**config.mk**
```make
export PLATFORM = sky130hd
export DESIGN_NAME = apu_codec_link
export DESIGN_NICKNAME = d
export VERILOG_FILES = /design/src/rtl/apu_codec_link.sv
export SDC_FILE = /design/constraint.sdc
export NUM_CORES = 1
export LEC_CHECK = 0
export CORE_ASPECT_RATIO = 2
export CORE_MARGIN = 2
export CORE_UTILIZATION = 45
export DETAILED_ROUTE_END_ITERATION = 8
export GPL_ROUTABILITY_DRIVEN = 0
export PLACE_DENSITY = 0.71
export SYNTH_ARGS = -nofsm -noshare
export SYNTH_HDL_FRONTEND = slang
export SYNTH_SLANG_ARGS = --single-unit
```
**constraint.sdc**
```tcl
create_clock -name clk -period 3 [get_ports clk]
set_input_delay 0.6 -clock clk [delete_from_list [all_inputs] [get_ports clk]]
set_output_delay 0.6 -clock clk [all_outputs]
set_load 0.02 [all_outputs]
```
**src/rtl/apu_codec_link.sv**
```systemverilog
// Clock-master left-justified codec link: 16-bit mono sample out on both DAC channels, ADC left channel in.
// DAC MSB appears on the frame-start fall event; audio_input updates mid-bit 15; no backpressure (fixed-rate frames).
module apu_codec_link #(
    parameter int unsigned BCLK_HALF = 4
) (
    input  logic        clk,
    input  logic        reset,
    input  logic [15:0] audio_output,
    output logic [15:0] audio_input,
    output logic        sample_req,
    output logic        sample_end,
    output logic        aud_bclk,
    output logic        aud_daclrck,
    output logic        aud_adclrck,
    output logic        aud_dacdat,
    input  logic        aud_adcdat
);
    localparam logic [7:0] DIV_LAST = 8'(BCLK_HALF - 1);

    logic [7:0]  div_cnt_q, div_cnt_d;
    logic        bclk_q, bclk_d;
    logic [4:0]  bit_cnt_q, bit_cnt_d;
    logic        lrck_q, lrck_d;
    logic [15:0] dac_sr_q, dac_sr_d;
    logic [15:0] hold_q, hold_d;
    logic [15:0] adc_sr_q, adc_sr_d;
    logic [15:0] audio_in_q, audio_in_d;
    logic        req_q, req_d;
    logic        end_q, end_d;

    logic        edge_evt;
    logic        rise_evt;
    logic        fall_evt;
    logic [4:0]  nb;
    logic [15:0] adc_next;

    always_comb begin
        edge_evt   = (div_cnt_q == DIV_LAST);
        rise_evt   = edge_evt && !bclk_q;
        fall_evt   = edge_evt && bclk_q;
        nb         = bit_cnt_q + 5'd1;
        adc_next   = {adc_sr_q[14:0], aud_adcdat};

        div_cnt_d  = edge_evt ? 8'd0 : div_cnt_q + 8'd1;
        bclk_d     = edge_evt ? ~bclk_q : bclk_q;
        bit_cnt_d  = bit_cnt_q;
        lrck_d     = lrck_q;
        dac_sr_d   = dac_sr_q;
        hold_d     = hold_q;
        adc_sr_d   = adc_sr_q;
        audio_in_d = audio_in_q;
        req_d      = 1'b0;
        end_d      = 1'b0;

        // Rising BCLK: capture ADC mid-bit; left channel is bits 0..15.
        if (rise_evt) begin
            if (!bit_cnt_q[4]) begin
                adc_sr_d = adc_next;
            end
            if (bit_cnt_q == 5'd15) begin
                audio_in_d = adc_next;
                end_d      = 1'b1;
            end
            if (bit_cnt_q == 5'd31) begin
                req_d = 1'b1;
            end
        end

        // Falling BCLK: advance bit position; the mixer sample is taken only at frame start
        // and replayed from hold for the right channel.
        if (fall_evt) begin
            bit_cnt_d = nb;
            if (nb == 5'd0) begin
                dac_sr_d = audio_output;
                hold_d   = audio_output;
                lrck_d   = 1'b0;
            end else if (nb == 5'd16) begin
                dac_sr_d = hold_q;
                lrck_d   = 1'b1;
            end else begin
                dac_sr_d = {dac_sr_q[14:0], 1'b0};
            end
        end
    end

    always_ff @(posedge clk or posedge reset) begin
        if (reset) begin
            div_cnt_q  <= 8'd0;
            bclk_q     <= 1'b0;
            bit_cnt_q  <= 5'd31;
            lrck_q     <= 1'b0;
            dac_sr_q   <= 16'd0;
            hold_q     <= 16'd0;
            adc_sr_q   <= 16'd0;
            audio_in_q <= 16'd0;
            req_q      <= 1'b0;
            end_q      <= 1'b0;
        end else begin
            div_cnt_q  <= div_cnt_d;
            bclk_q     <= bclk_d;
            bit_cnt_q  <= bit_cnt_d;
            lrck_q     <= lrck_d;
            dac_sr_q   <= dac_sr_d;
            hold_q     <= hold_d;
            adc_sr_q   <= adc_sr_d;
            audio_in_q <= audio_in_d;
            req_q      <= req_d;
            end_q      <= end_d;
        end
    end

    assign audio_input = audio_in_q;
    assign sample_req  = req_q;
    assign sample_end  = end_q;
    assign aud_bclk    = bclk_q;
    assign aud_daclrck = lrck_q;
    assign aud_adclrck = lrck_q;
    assign aud_dacdat  = dac_sr_q[15];

endmodule

```
Word-level counts from Yosys, hierarchy flattened
Index checks and enable logic that the tools add are counted.

Register bits after elaboration: 80. Logic and storage cells: 36.

$add $sub $neg: 2. Equal/unequal tests: 4. Muxes and demuxes: 9. Bitwise operators: 2. Reduce and logical (&&, ||, !) cells: 9.

Operator list (number): 16-bit 2-to-1 mux (2); 5-bit equality test (second input constant) (2); 8-bit by 1-bit adder with 8-bit output (second input constant) (1); 8-bit by 2-bit equality test with 1-bit output (second input constant) (1); 8-bit 2-to-1 mux (1); 2-bit AND reduction (4); 1-bit 2-to-1 mux (6); 5-bit by 1-bit adder with 5-bit output (second input constant) (1); 5-bit by 4-bit equality test with 1-bit output (second input constant) (1); 5-bit logical NOT (1); 1-bit logical AND (2); 1-bit inverter (2); 2-bit nonzero test (1); 1-bit logical NOT (1).

Longest topological paths before layout
Gate-level depths: netlist (run 1).

Word-level depth: 4. Depth in mapped cells: 8.

Least setup slack after synthesis (run 1)
Ideal clock, no wire load.

Path type: flip-flop to flip-flop. Start point: reg bit_cnt_q[0]. End point: reg dac_sr_q[1]. Arrival time: 2216 ps. Required time: 2862 ps. Path slack: 646 ps. Cell stages (with the launch flop): 9. Buffers on the path: 2. Clock period less this slack: 2354 ps. Path through: dfstp_2 -> ha_1 -> and3_1 -> ha_1 -> clkbuf_1 -> buf_1 -> mux2_2 -> mux2i_1 -> o21ai_0.

Longest elaborated chain between the ends: 4. Elaborated cells on any way between the ends: 5. Classes of those cells: add/sub: 1; eq/ne: 1; mux: 2; reduce/logical: 1.

RTL lines: from (decl) (line 22) `logic [4:0] bit_cnt_q, bit_cnt_d;`; from (signal assigned) (line 101) `bit_cnt_q <= bit_cnt_d;`; 5-bit by 1-bit adder with 5-bit output * (line 41) `nb = bit_cnt_q + 5'd1;`; 5-bit equality test (line 77) `end else if (nb == 5'd16) begin`; 16-bit 2-to-1 mux (line 77); 16-bit 2-to-1 mux * (line 73) `if (nb == 5'd0) begin`; to (signal assigned) (line 103) `dac_sr_q <= dac_sr_d;`; to (decl) (line 24) `logic [15:0] dac_sr_q, dac_sr_d;`.

Every way passes the cells marked *; elsewhere a longest branch is shown, timed or not. A chain may end at the register's enable or synchronous reset.

Worst setup path in the final report (run 1)
Start point: reg bit_cnt_q[0]. End point: reg hold_q[13].

Longest elaborated chain between the ends: 3.

RTL lines: 5-bit by 1-bit adder with 5-bit output (line 41); 5-bit logical NOT (line 73); 2-bit AND reduction (no source line); to (signal assigned) (line 104) `hold_q <= hold_d;`; to (decl) (line 25) `logic [15:0] hold_q, hold_d;`.

No other way between the ends.

==> results.json, run 1 <==
{
  "synth_cell_types": 35,
  "post_cts_buffers": 0,
  "grtUsageTotal_pct": 16.1,
  "cts_resized": 0,
  "hold_path_class": "register to register",
  "start_util_pct": 46.3,
  "dieArea_um2": 8590,
  "synth-compound-area-share_pct": 3.23,
  "first_iter_violations": 94,
  "met1_length_um": 2320,
  "layout_min_cycle_time_ns": 2.42,
  "worst_setup_path_end_kind": "register",
  "cts.sinks": 80,
  "syn_area_um2": 3520,
  "hold_viol": 0,
  "vias": 2043,
  "clk_pin_slew_ns": 0.06,
  "dr_wl_met3_um": 265,
  "worst_pin_slew_ns": 0.511,
  "wl_um": 5950,
  "outcome": "finished, final reports clean",
  "highest_layer": "met4",
  "crit_arrival_ns": 2.64,
  "finalSetupViolCount": 0,
  "finish.net_count": 326,
  "fin_ws_ns": 0.583,
  "die_w_um": 66.6,
  "slew_violations": 0,
  "drc": 0,
  "synth_nets": 282,
  "async_reset_ff_share_pct": 100,
  "port-buffer-count": 40,
  "clk_latency_ns": 0.34,
  "synth.avg_cell_area_um2": 13.7,
  "placed_area_um2": 4020,
  "slew_headroom_pct": 65.9,
  "ios": 41,
  "die_h_um": 129,
  "ys_seq_area_share_pct": 57.0,
  "final_cells": 401,
  "grt_max_degree": 58,
  "grt_setup_unrepaired": "no",
  "synth_adder_area_share_pct": 1.78,
  "ys_warn_count": 0,
  "diodes": 0,
  "peakVddDrop_v": 0.000418,
  "p_leak_nw": 2.00,
  "drtAntennaViolNets": 0,
  "muxShareOfSynthArea_pct": 25.3,
  "fill_cells": 627,
  "synth.most_common_cell": "dfrtp_1",
  "synthFlopType": "dfrtp_1",
  "grt_remaining_overflow": 0,
  "post-place-ws_ns": 0.582,
  "synth_area_leaders": "dfrtp_1 53%, mux2_2 17%, mux2i_1 4.5%",
  "yosys.area_share.simple_pct": 7.39,
  "cts_tree": "done",
  "critPathLaunchType": "register",
  "setup-tns-final_ns": 0,
  "cap_violations": 0,
  "crit_type": "register to register",
  "fin_crit_sh_pct": 80.6,
  "utilization_pct": 57.2,
  "grt_pass1_wl_um": 10100,
  "ys_seq_elements": 80,
  "fin_area_um2": 4340,
  "vias_per_cell": 5.09,
  "skew_ns": 0.00626,
  "synth_xor_area_share_pct": 2.24,
  "clk_path_buf_depth": 2,
  "cts_made_buffers": 9,
  "yosys.area.top_type": "dfrtp_1",
  "drive_gt1_share_pct": 30.3,
  "required_ns": 3.22,
  "fp-row-count": 45,
  "dp.cells": 385,
  "netlist.area_leader.share_pct": 53.3,
  "grt_pass1_vias": 2142,
  "max_freq_ghz": 0.414,
  "drt-wirelength-per-cell_um": 14.8,
  "coreArea_um2": 7600,
  "synth_top_family_by_area": "multiplexers",
  "h-tree-depth": 3,
  "holdBufCountCts": 0,
  "synthTopCellsByCount": "75 x dfrtp_1, 53 x mux2_2, 22 x nand2_1",
  "synthCells": 258,
  "pwr_density_cell_nw_per_um2": 535,
  "synth_edf_count": 0,
  "grt_antenna_before_repair": 0,
  "wl_met2_um": 3260,
  "place_hpwl_um": 4090,
  "areaGrowthSynthToFinish_pct": 23.3,
  "drt_first_pass_iters": 4,
  "cts_root_buffer": "clkbuf_16",
  "crit_fanout": 17
}
-- worst paths after layout --
path | startpoint | endpoint | slack (ns) | cells past startpoint
max | bit_cnt_q[0]$_DFFE_PP1P_ | hold_q[13]$_DFFE_PP0P_ | 0.58 | 6
min | dac_sr_q[5]$_DFFE_PP0P_ | dac_sr_q[5]$_DFFE_PP0P_ | 0.48 | 2
max reg2reg | bit_cnt_q[0]$_DFFE_PP1P_ | hold_q[13]$_DFFE_PP0P_ | 0.58 | 6
min reg2reg | dac_sr_q[5]$_DFFE_PP0P_ | dac_sr_q[5]$_DFFE_PP0P_ | 0.48 | 2
max in group asynchronous | reset | bit_cnt_q[3]$_DFFE_PP1P_ | 1.69 | 3
min in group asynchronous | reset | sample_end$_DFF_PP0_ | 0.61 | 2
-- worst max-delay path, stage by stage, from the launching register on --
cell,delay (ns)
dfstp_2,0.58
ha_1,0.22
and3_1,0.21
ha_1,0.41
and3_1,0.23
buf_4,0.28
mux2_2,0.38
-- through the flow --
| step | hold WS, ns | power (W) |
|---|---|---|
| 5_1_grt | 0.505 | 0.00241 |
| 3_3_place_gp | 0.463 | 0.00118 |
| 4_1_cts | 0.483 | 0.00236 |
| 2_1_floorplan | 0.448 | 0.00114 |
| 6_report | 0.476 | 0.00232 |
| 3_5_place_dp | 0.470 | 0.00118 |
-- cell usage in the layout, fill, tap and decap left out, drive strengths merged --
cell type / netlist / layout
mux2i: 16 / 16
mux2: 62 / 62
o21ai: 16 / 16
a21oi: 2 / 2
clkdlybuf4s50: 0 / 40
or2: 1 / 1
clkinv: 0 / 2
dfstp: 5 / 5
a22o: 1 / 1
bufinv: 0 / 2
ha: 5 / 5
nand4: 1 / 1
buf: 8 / 6
clkbuf: 5 / 12
nor3b: 1 / 1
a21boi: 1 / 1
xor2: 1 / 1
nand3: 6 / 6
nor4: 1 / 1
dfrtp: 75 / 75
nand2b: 2 / 2
and2: 2 / 2
and3: 6 / 6
o31ai: 1 / 1
xnor2: 8 / 8
and3b: 1 / 1
or4b: 1 / 1
nor2: 3 / 3
nand2: 22 / 22
inv: 4 / 4
nor3: 1 / 1
-- cell type report --
| cell class | instances | area [um2] | share of cell area (%) |
|---|---|---|---|
| multi-input cells | 161 | 1420 | 32.7 |
| flip-flops and latches | 80 | 2010 | 46.2 |
| clock inverters | 4 | 77.6 | 1.79 |
| repair buffers | 46 | 458 | 10.5 |
| clock buffers | 12 | 246 | 5.67 |
| well taps | 94 | 118 | 2.71 |
| inverters | 4 | 15.0 | 0.346 |
-- cells by family (layout without fill, tap and decap cells) --
logic type      after synthesis  in the layout
compound gates               21             21
xor+xnor                      9              9
fa+ha+maj                     5              5
buf+inv                      17             66
flops                        80             80
mux                          78             78
simple gates                 48             48
-- registers in the layout (all words and copies together) (netlist names), 5 cells and up --
name	flops
adc_sr_q	15
div_cnt_q	8
audio_input	16
hold_q	16
dac_sr_q	16
bit_cnt_q	5
-- power by group --
group | internal (W) | total [W] | switching (W) | leakage, nW
Sequential | 0.00108 | 0.00109 | 0.00000332 | 1.03
Clock | 0.000754 | 0.00117 | 0.000414 | 0.157
Combinational | 0.0000362 | 0.0000682 | 0.0000320 | 0.807
Total | 0.00187 | 0.00232 | 0.000449 | 2.00
-- metal layers --
layer	vias to the layer above	track usage (%)
li1	984	-
met1	1019	18.2
met2	34	26.5
met3	6	5.99
met4	0	7.56
met5	-	0
Note: power is estimated with default switching activity, not from simulation.
==> run 2: changes to the inputs <==
--- a/config.mk
+++ b/config.mk
@@ -10,7 +10,7 @@
 export CORE_UTILIZATION = 45
 export DETAILED_ROUTE_END_ITERATION = 8
 export GPL_ROUTABILITY_DRIVEN = 0
-export PLACE_DENSITY = 0.71
+export PLACE_DENSITY = 0.74
 export SYNTH_ARGS = -nofsm -noshare
 export SYNTH_HDL_FRONTEND = slang
 export SYNTH_SLANG_ARGS = --single-unit
==> constraint.sdc (replaced) <==
create_clock -name clk -period 2.2 [get_ports clk]
set_input_delay 0.44 -clock clk [delete_from_list [all_inputs] [get_ports clk]]
set_output_delay 0.44 -clock clk [all_outputs]
set_load 0.02 [all_outputs]
==> run 2 against run 1 <==
  * Sequential power increased by 36%
  * Highest routed layer unchanged
  * Critical path type unchanged
  * First-iteration DRC count is 15% lower
  * Largest cell class unchanged
  * Flip-flop and latch count is the same
  * Die area unchanged
  * Count of clock-buffer cells in the layout did not move
  * Final area is 3.0% higher
  * Register-to-register slack lost 0.53 ns
==> results.json, run 2 (same netlist as run 1, synthesis figures left out) <==
{
  "outcome": "finished, final reports clean",
  "skew_ns": 0.00602,
  "layout_commonest_cell": "dfrtp_1",
  "peakVddDrop_v": 0.000687,
  "die_w_um": 66.6,
  "fin_crit_sh_pct": 97.4,
  "cts_made_buffers": 9,
  "areaGrowthSynthToFinish_pct": 27.1,
  "fill_cells": 620,
  "seq_power_share_pct": 48.7,
  "clk_latency_ns": 0.34,
  "p_switching_w": 0.000605,
  "layout_min_cycle_time_ns": 2.14,
  "power_w": 0.00305,
  "first_iter_violations": 80,
  "vias_per_cell": 5.10,
  "cts.sinks": 80,
  "slew_headroom_pct": 66.3,
  "diodes": 0,
  "path_delay_family": "simple AND/OR/NAND/NOR gates",
  "pwr_density_cell_nw_per_um2": 681,
  "setup-tns-final_ns": 0,
  "worst_pin_slew_ns": 0.505,
  "clk_path_buf_depth": 2,
  "power_frac_comb_pct": 3.2,
  "crit_fanout": 7,
  "multi_input_area_um2": 1460,
  "swShare_pct": 19.9,
  "clk_pin_slew_ns": 0.06,
  "slew_violations": 0,
  "critPathLaunchType": "register",
  "clkPwrFrac_pct": 48.1,
  "dieArea_um2": 8590,
  "drt-wirelength-per-cell_um": 15.5,
  "path_cells": "ha_1, or4b_4, o31ai_4, and3_4, buf_12, mux2_2",
  "cap_violations": 0,
  "finalSetupViolCount": 0,
  "start_util_pct": 46.3,
  "drt_first_pass_iters": 3,
  "mostFrequentLayoutCells": "75 x dfrtp_1, 53 x mux2_2, 40 x clkdlybuf4s50_1",
  "wl_um": 6290,
  "grt_remaining_overflow": 0,
  "port-buffer-count": 40,
  "cp_num_buf_inv": 1,
  "hold_viol": 0,
  "grt_antenna_before_repair": 0,
  "crit_arrival_ns": 2.36,
  "crit_type": "register to register",
  "grt_pass1_vias": 2215,
  "cts_tree": "done",
  "cts_root_buffer": "clkbuf_16",
  "finish.net_count": 332,
  "h-tree-depth": 3,
  "coreArea_um2": 7600,
  "internal_power_w": 0.00244,
  "worst_setup_path_end_kind": "register",
  "drc": 0,
  "drive_gt1_share_pct": 33.2,
  "die_h_um": 129,
  "utilization_pct": 58.9,
  "grt_setup_unrepaired": "yes",
  "fp-row-count": 45,
  "hold_path_class": "register to register",
  "grt_pass1_wl_um": 10400,
  "required_ns": 2.42,
  "vias": 2077,
  "cp_slowest_stage_delay_ns": 0.56,
  "p_leak_nw": 2.03,
  "cp_slowest_cell": "or4b_4",
  "ios": 41,
  "seq_area_um2": 2010,
  "grtUsageTotal_pct": 16.4,
  "grt_max_degree": 36,
  "drtAntennaViolNets": 0,
  "max_freq_ghz": 0.467,
  "place_hpwl_um": 4280
}
## run 2: cell types whose count changed in the layout (fill, tap and decap cells not counted), sizes merged
cell      delta
clkbuf       +1
bufinv       -1
inv          -1
buf          +5
clkinvlp     +3
clkinv       -1
## run 2: tightest hold or removal path, stage by stage, from the launching register on
cell and delay (ns):
dfrtp_1 0.34, nand2_1 0.04, o21ai_0 0.06
## run 2: cell type report
cell class	instances	area share (%)
flip-flops and latches	80	44.9
multi-input cells	161	32.6
repair buffers	52	12.7
clock buffers	12	5.51
well taps	94	2.63
clock inverters	4	1.20
inverters	4	0.419
## run 2: final timing paths
kind | start | to | slack [ns] | cells after the start
setup / recovery | bit_cnt_q[0]$_DFFE_PP1P_ | hold_q[10]$_DFFE_PP0P_ | 0.06 | 6
hold / removal | dac_sr_q[11]$_DFFE_PP0P_ | dac_sr_q[11]$_DFFE_PP0P_ | 0.48 | 2
setup reg to reg | bit_cnt_q[0]$_DFFE_PP1P_ | hold_q[10]$_DFFE_PP0P_ | 0.06 | 6
hold reg to reg | dac_sr_q[11]$_DFFE_PP0P_ | dac_sr_q[11]$_DFFE_PP0P_ | 0.48 | 2
max in group asynchronous | reset | bit_cnt_q[2]$_DFFE_PP1P_ | 1.16 | 3
min in group asynchronous | reset | hold_q[2]$_DFFE_PP0P_ | 0.49 | 2
## run 2: power by group through the flow
stage | clock [W] | combinational, W | sequential (W)
2_1_floorplan | 0 | 0.0000415 | 0.00151
3_3_place_gp | 0 | 0.0000998 | 0.00151
3_5_place_dp | 0 | 0.000101 | 0.00151
4_1_cts | 0.00149 | 0.000102 | 0.00148
5_1_grt | 0.00156 | 0.000110 | 0.00148
6_report | 0.00147 | 0.0000988 | 0.00148
## run 2: routing by layer
layer	wire length, um	vias up	global-route usage, %
met2	3380	34	26.9
met1	2510	1028	18.5
li1	-	1002	-
met3	210	13	5.03
met5	0	-	0
met4	187	0	9.00
## run 2: repair_timing
action / 4_1_cts / 5_1_grt
resized for setup: 0 / 3
endpoints found under the setup margin: 16 / 13
hold buffers: 0 / 0
buffers inserted: 2 / 0
pin swaps: 1 / 0
gates cloned: 0 / 1
## run 2: per-stage QoR
stage                     std cells  setup slack, ns  hold slack, ns  instance area, um2
after floorplan                 258          -0.0441           0.448                3550
after global placement          388           0.0256           0.464                4100
after detailed placement        388          -0.0426           0.470                4100
after CTS                       406          0.00361           0.482                4430
after global routing            407          -0.0281           0.505                4480
final                           407           0.0574           0.481                4480
==> run 3: changes to the inputs <==
--- a/config.mk
+++ b/config.mk
@@ -5,12 +5,14 @@
 export SDC_FILE = /design/constraint.sdc
 export NUM_CORES = 1
 export LEC_CHECK = 0
+export ABC_AREA = 1
+export CAP_MARGIN = 0
 export CORE_ASPECT_RATIO = 2
 export CORE_MARGIN = 2
 export CORE_UTILIZATION = 45
 export DETAILED_ROUTE_END_ITERATION = 8
 export GPL_ROUTABILITY_DRIVEN = 0
-export PLACE_DENSITY = 0.74
+export PLACE_DENSITY = 0.69
 export SYNTH_ARGS = -nofsm -noshare
 export SYNTH_HDL_FRONTEND = slang
 export SYNTH_SLANG_ARGS = --single-unit
==> run 3 against run 2 <==
  * Global-route usage is 0.99 points higher
  * First-iteration DRC count is 48% higher
  * Critical path depth is 1 higher
  * Synthesized cell count is 65% higher
  * Critical path type unchanged
  * Critical endpoint is now dac_sr_q[12]$_DFFE_PP0P_
==> results.json, run 3 <==
{
  "netlist.area_leader.share_pct": 51.2,
  "slew_headroom_pct": 60.1,
  "grt_antenna_before_repair": 0,
  "grt_pass1_vias": 2736,
  "drt-wirelength-per-cell_um": 11.6,
  "async_reset_ff_share_pct": 100,
  "vias_per_cell": 4.95,
  "worst_setup_path_end_kind": "register",
  "h-tree-depth": 3,
  "grt_remaining_overflow": 0,
  "pwr_density_cell_nw_per_um2": 651,
  "cts_tree": "done",
  "start_util_pct": 46.2,
  "finish.net_count": 493,
  "drive_gt1_share_pct": 9.92,
  "skew_ns": 0.00590,
  "grt_setup_unrepaired": "no",
  "diodes": 0,
  "holdWs_ns": 0.458,
  "outcome": "finished, final reports clean",
  "grtUsageTotal_pct": 17.3,
  "mostFrequentLayoutCells": "89 x nand2_1, 75 x dfrtp_1, 68 x nand3_1",
  "placed_area_um2": 4190,
  "ys_seq_elements": 80,
  "max_freq_ghz": 0.492,
  "synth.avg_cell_area_um2": 8.63,
  "die_h_um": 132,
  "wl_um": 6630,
  "syn_area_um2": 3670,
  "fp-row-count": 46,
  "p_switching_w": 0.000584,
  "cts_root_buffer": "clkbuf_16",
  "layout_min_cycle_time_ns": 2.03,
  "hold_viol": 0,
  "setup-tns-final_ns": 0,
  "ys_seq_area_share_pct": 54.8,
  "cts_made_buffers": 9,
  "die_w_um": 67.8,
  "fin_area_um2": 4490,
  "clk_path_buf_depth": 2,
  "drt_first_pass_iters": 4,
  "crit_type": "register to register",
  "fin_crit_sh_pct": 92.4,
  "port-buffer-count": 40,
  "p_leak_nw": 2.07,
  "areaGrowthSynthToFinish_pct": 22.5,
  "clkPwrFrac_pct": 46.7,
  "hold_path_class": "register to register",
  "fill_cells": 721,
  "wl_met2_um": 3560,
  "synth_area_leaders": "dfrtp_1 51%, nand3_1 9.3%, nand2_1 9.1%",
  "vias": 2822,
  "power_w": 0.00293,
  "dr_wl_met3_um": 252,
  "crit_fanout": 17,
  "yosys.area.top_type": "dfrtp_1",
  "dieArea_um2": 8930,
  "synthTopCellsByCount": "89 x nand2_1, 75 x dfrtp_1, 68 x nand3_1",
  "power_frac_comb_pct": 2.6,
  "highest_layer": "met4",
  "synthFlopType": "dfrtp_1",
  "critPathLaunchType": "register",
  "cp_slowest_cell": "dfstp_2",
  "cp_slowest_stage_delay_ns": 0.58,
  "synth_nets": 449,
  "layout_commonest_cell": "nand2_1",
  "clk_pin_slew_ns": 0.06,
  "worst_pin_slew_ns": 0.597,
  "cap_violations": 0,
  "finalSetupViolCount": 0,
  "synth_edf_count": 0,
  "grt_pass1_wl_um": 12000,
  "synth_cell_types": 25,
  "seq_power_share_pct": 50.6,
  "peakVddDrop_v": 0.000527,
  "met1_length_um": 2660,
  "coreArea_um2": 7940,
  "ios": 41,
  "required_ns": 2.41,
  "ys_warn_count": 0,
  "drc": 0,
  "place_hpwl_um": 4840,
  "drtAntennaViolNets": 0,
  "synthCells": 425,
  "first_iter_violations": 118,
  "grt_max_degree": 33,
  "internal_power_w": 0.00234,
  "clk_latency_ns": 0.33,
  "slew_violations": 0,
  "crit_arrival_ns": 2.25,
  "path_cells": "ha_1, inv_1, nor3_1, ha_1, buf_4, nand3_1, nand3_1",
  "swShare_pct": 20.0,
  "cts.sinks": 80,
  "synth.most_common_cell": "nand2_1"
}
==> run 3: cell count changes after synthesis, moves of 5 or more <==
| cell | before | now |
|---|---|---|
| nand2_1 | 22 | 89 |
| nand3_1 | 5 | 68 |
| mux2_2 | 53 | 0 |
| nor2_1 | 3 | 55 |
| inv_1 | 4 | 48 |
| mux2i_1 | 16 | 0 |
| o21a_1 | 0 | 15 |
| mux2_4 | 9 | 0 |
| buf_2 | 2 | 10 |
| xnor2_1 | 8 | 1 |
| and3_1 | 6 | 0 |
| inv_2 | 0 | 5 |
==> run 3: stage by stage <==
stage / std cells / util, % / setup slack, ns
final: 570 / 56.6 / 0.167
after global routing: 570 / 56.6 / 0.00246
after CTS: 569 / 56.2 / 0.0612
after detailed placement: 553 / 52.7 / 0.0722
after global placement: 553 / 52.7 / 0.190
after floorplan: 425 / - / 0.226
==> run 3: area by class of cell <==
| class | count | area [um2] | area share, % |
|---|---|---|---|
| sequential | 80 | 2010 | 44.7 |
| multi-input combinational | 272 | 1340 | 29.7 |
| timing repair buffer | 53 | 548 | 12.2 |
| clock buffer | 13 | 260 | 5.79 |
| inverter | 53 | 203 | 4.51 |
| tap | 96 | 120 | 2.67 |
| clock inverter | 3 | 18.8 | 0.418 |
==> run 3: repair_timing <==
item	CTS	global route
endpoints found under the setup margin	0	24
hold buffers	0	0
setup buffers	0	1
gates resized for setup	0	1
==> run 3: final timing paths <==
check	from	endpoint	slack, ns	cells after the start
min in group asynchronous	reset	audio_input[13]$_DFFE_PP0P_	0.52	2
worst min-delay path	div_cnt_q[0]$_DFF_PP0_	div_cnt_q[0]$_DFF_PP0_	0.46	1
max in group asynchronous	reset	bit_cnt_q[1]$_DFFE_PP1P_	1.10	3
worst max-delay path	bit_cnt_q[0]$_DFFE_PP1P_	dac_sr_q[12]$_DFFE_PP0P_	0.17	7
worst min register to register	div_cnt_q[0]$_DFF_PP0_	div_cnt_q[0]$_DFF_PP0_	0.46	1
worst max register to register	bit_cnt_q[0]$_DFFE_PP1P_	dac_sr_q[12]$_DFFE_PP0P_	0.17	7
==> run 3: kinds of logic after synthesis <==
kind of cell / count (synthesis) / synth area share (%)
adder cells (fa/ha/maj): 5 / 1.71
AND/OR/NAND/NOR: 226 / 27.4
AO/OA/AOI/OAI: 38 / 6.35
buffers and inverters: 73 / 9.04
flip-flops: 80 / 54.8
XOR/XNOR: 3 / 0.717
==> run 3: worst max-delay path: cells and delay by family, from the launching register on <==
family / cells / cell delay, ns
simple gates: 3 / 0.48
flops: 1 / 0.58
buf+inv: 2 / 0.30
fa+ha+maj: 2 / 0.55
==> run 3: power by group through the flow <==
stage | registers [W] | clock network, W | logic [W]
global placement | 0.00151 | 0 | 0.0000791
detailed placement | 0.00151 | 0 | 0.0000801
floorplan | 0.00151 | 0 | 0.0000267
finish | 0.00148 | 0.00137 | 0.0000772
CTS | 0.00148 | 0.00142 | 0.0000806
global route | 0.00148 | 0.00147 | 0.0000888
==> run 3: per-layer routing <==
metal	vias up	track usage [%]
met5	-	0
met4	0	8.11
met3	13	4.28
met2	56	29.5
met1	1318	19.6
li1	1435	-
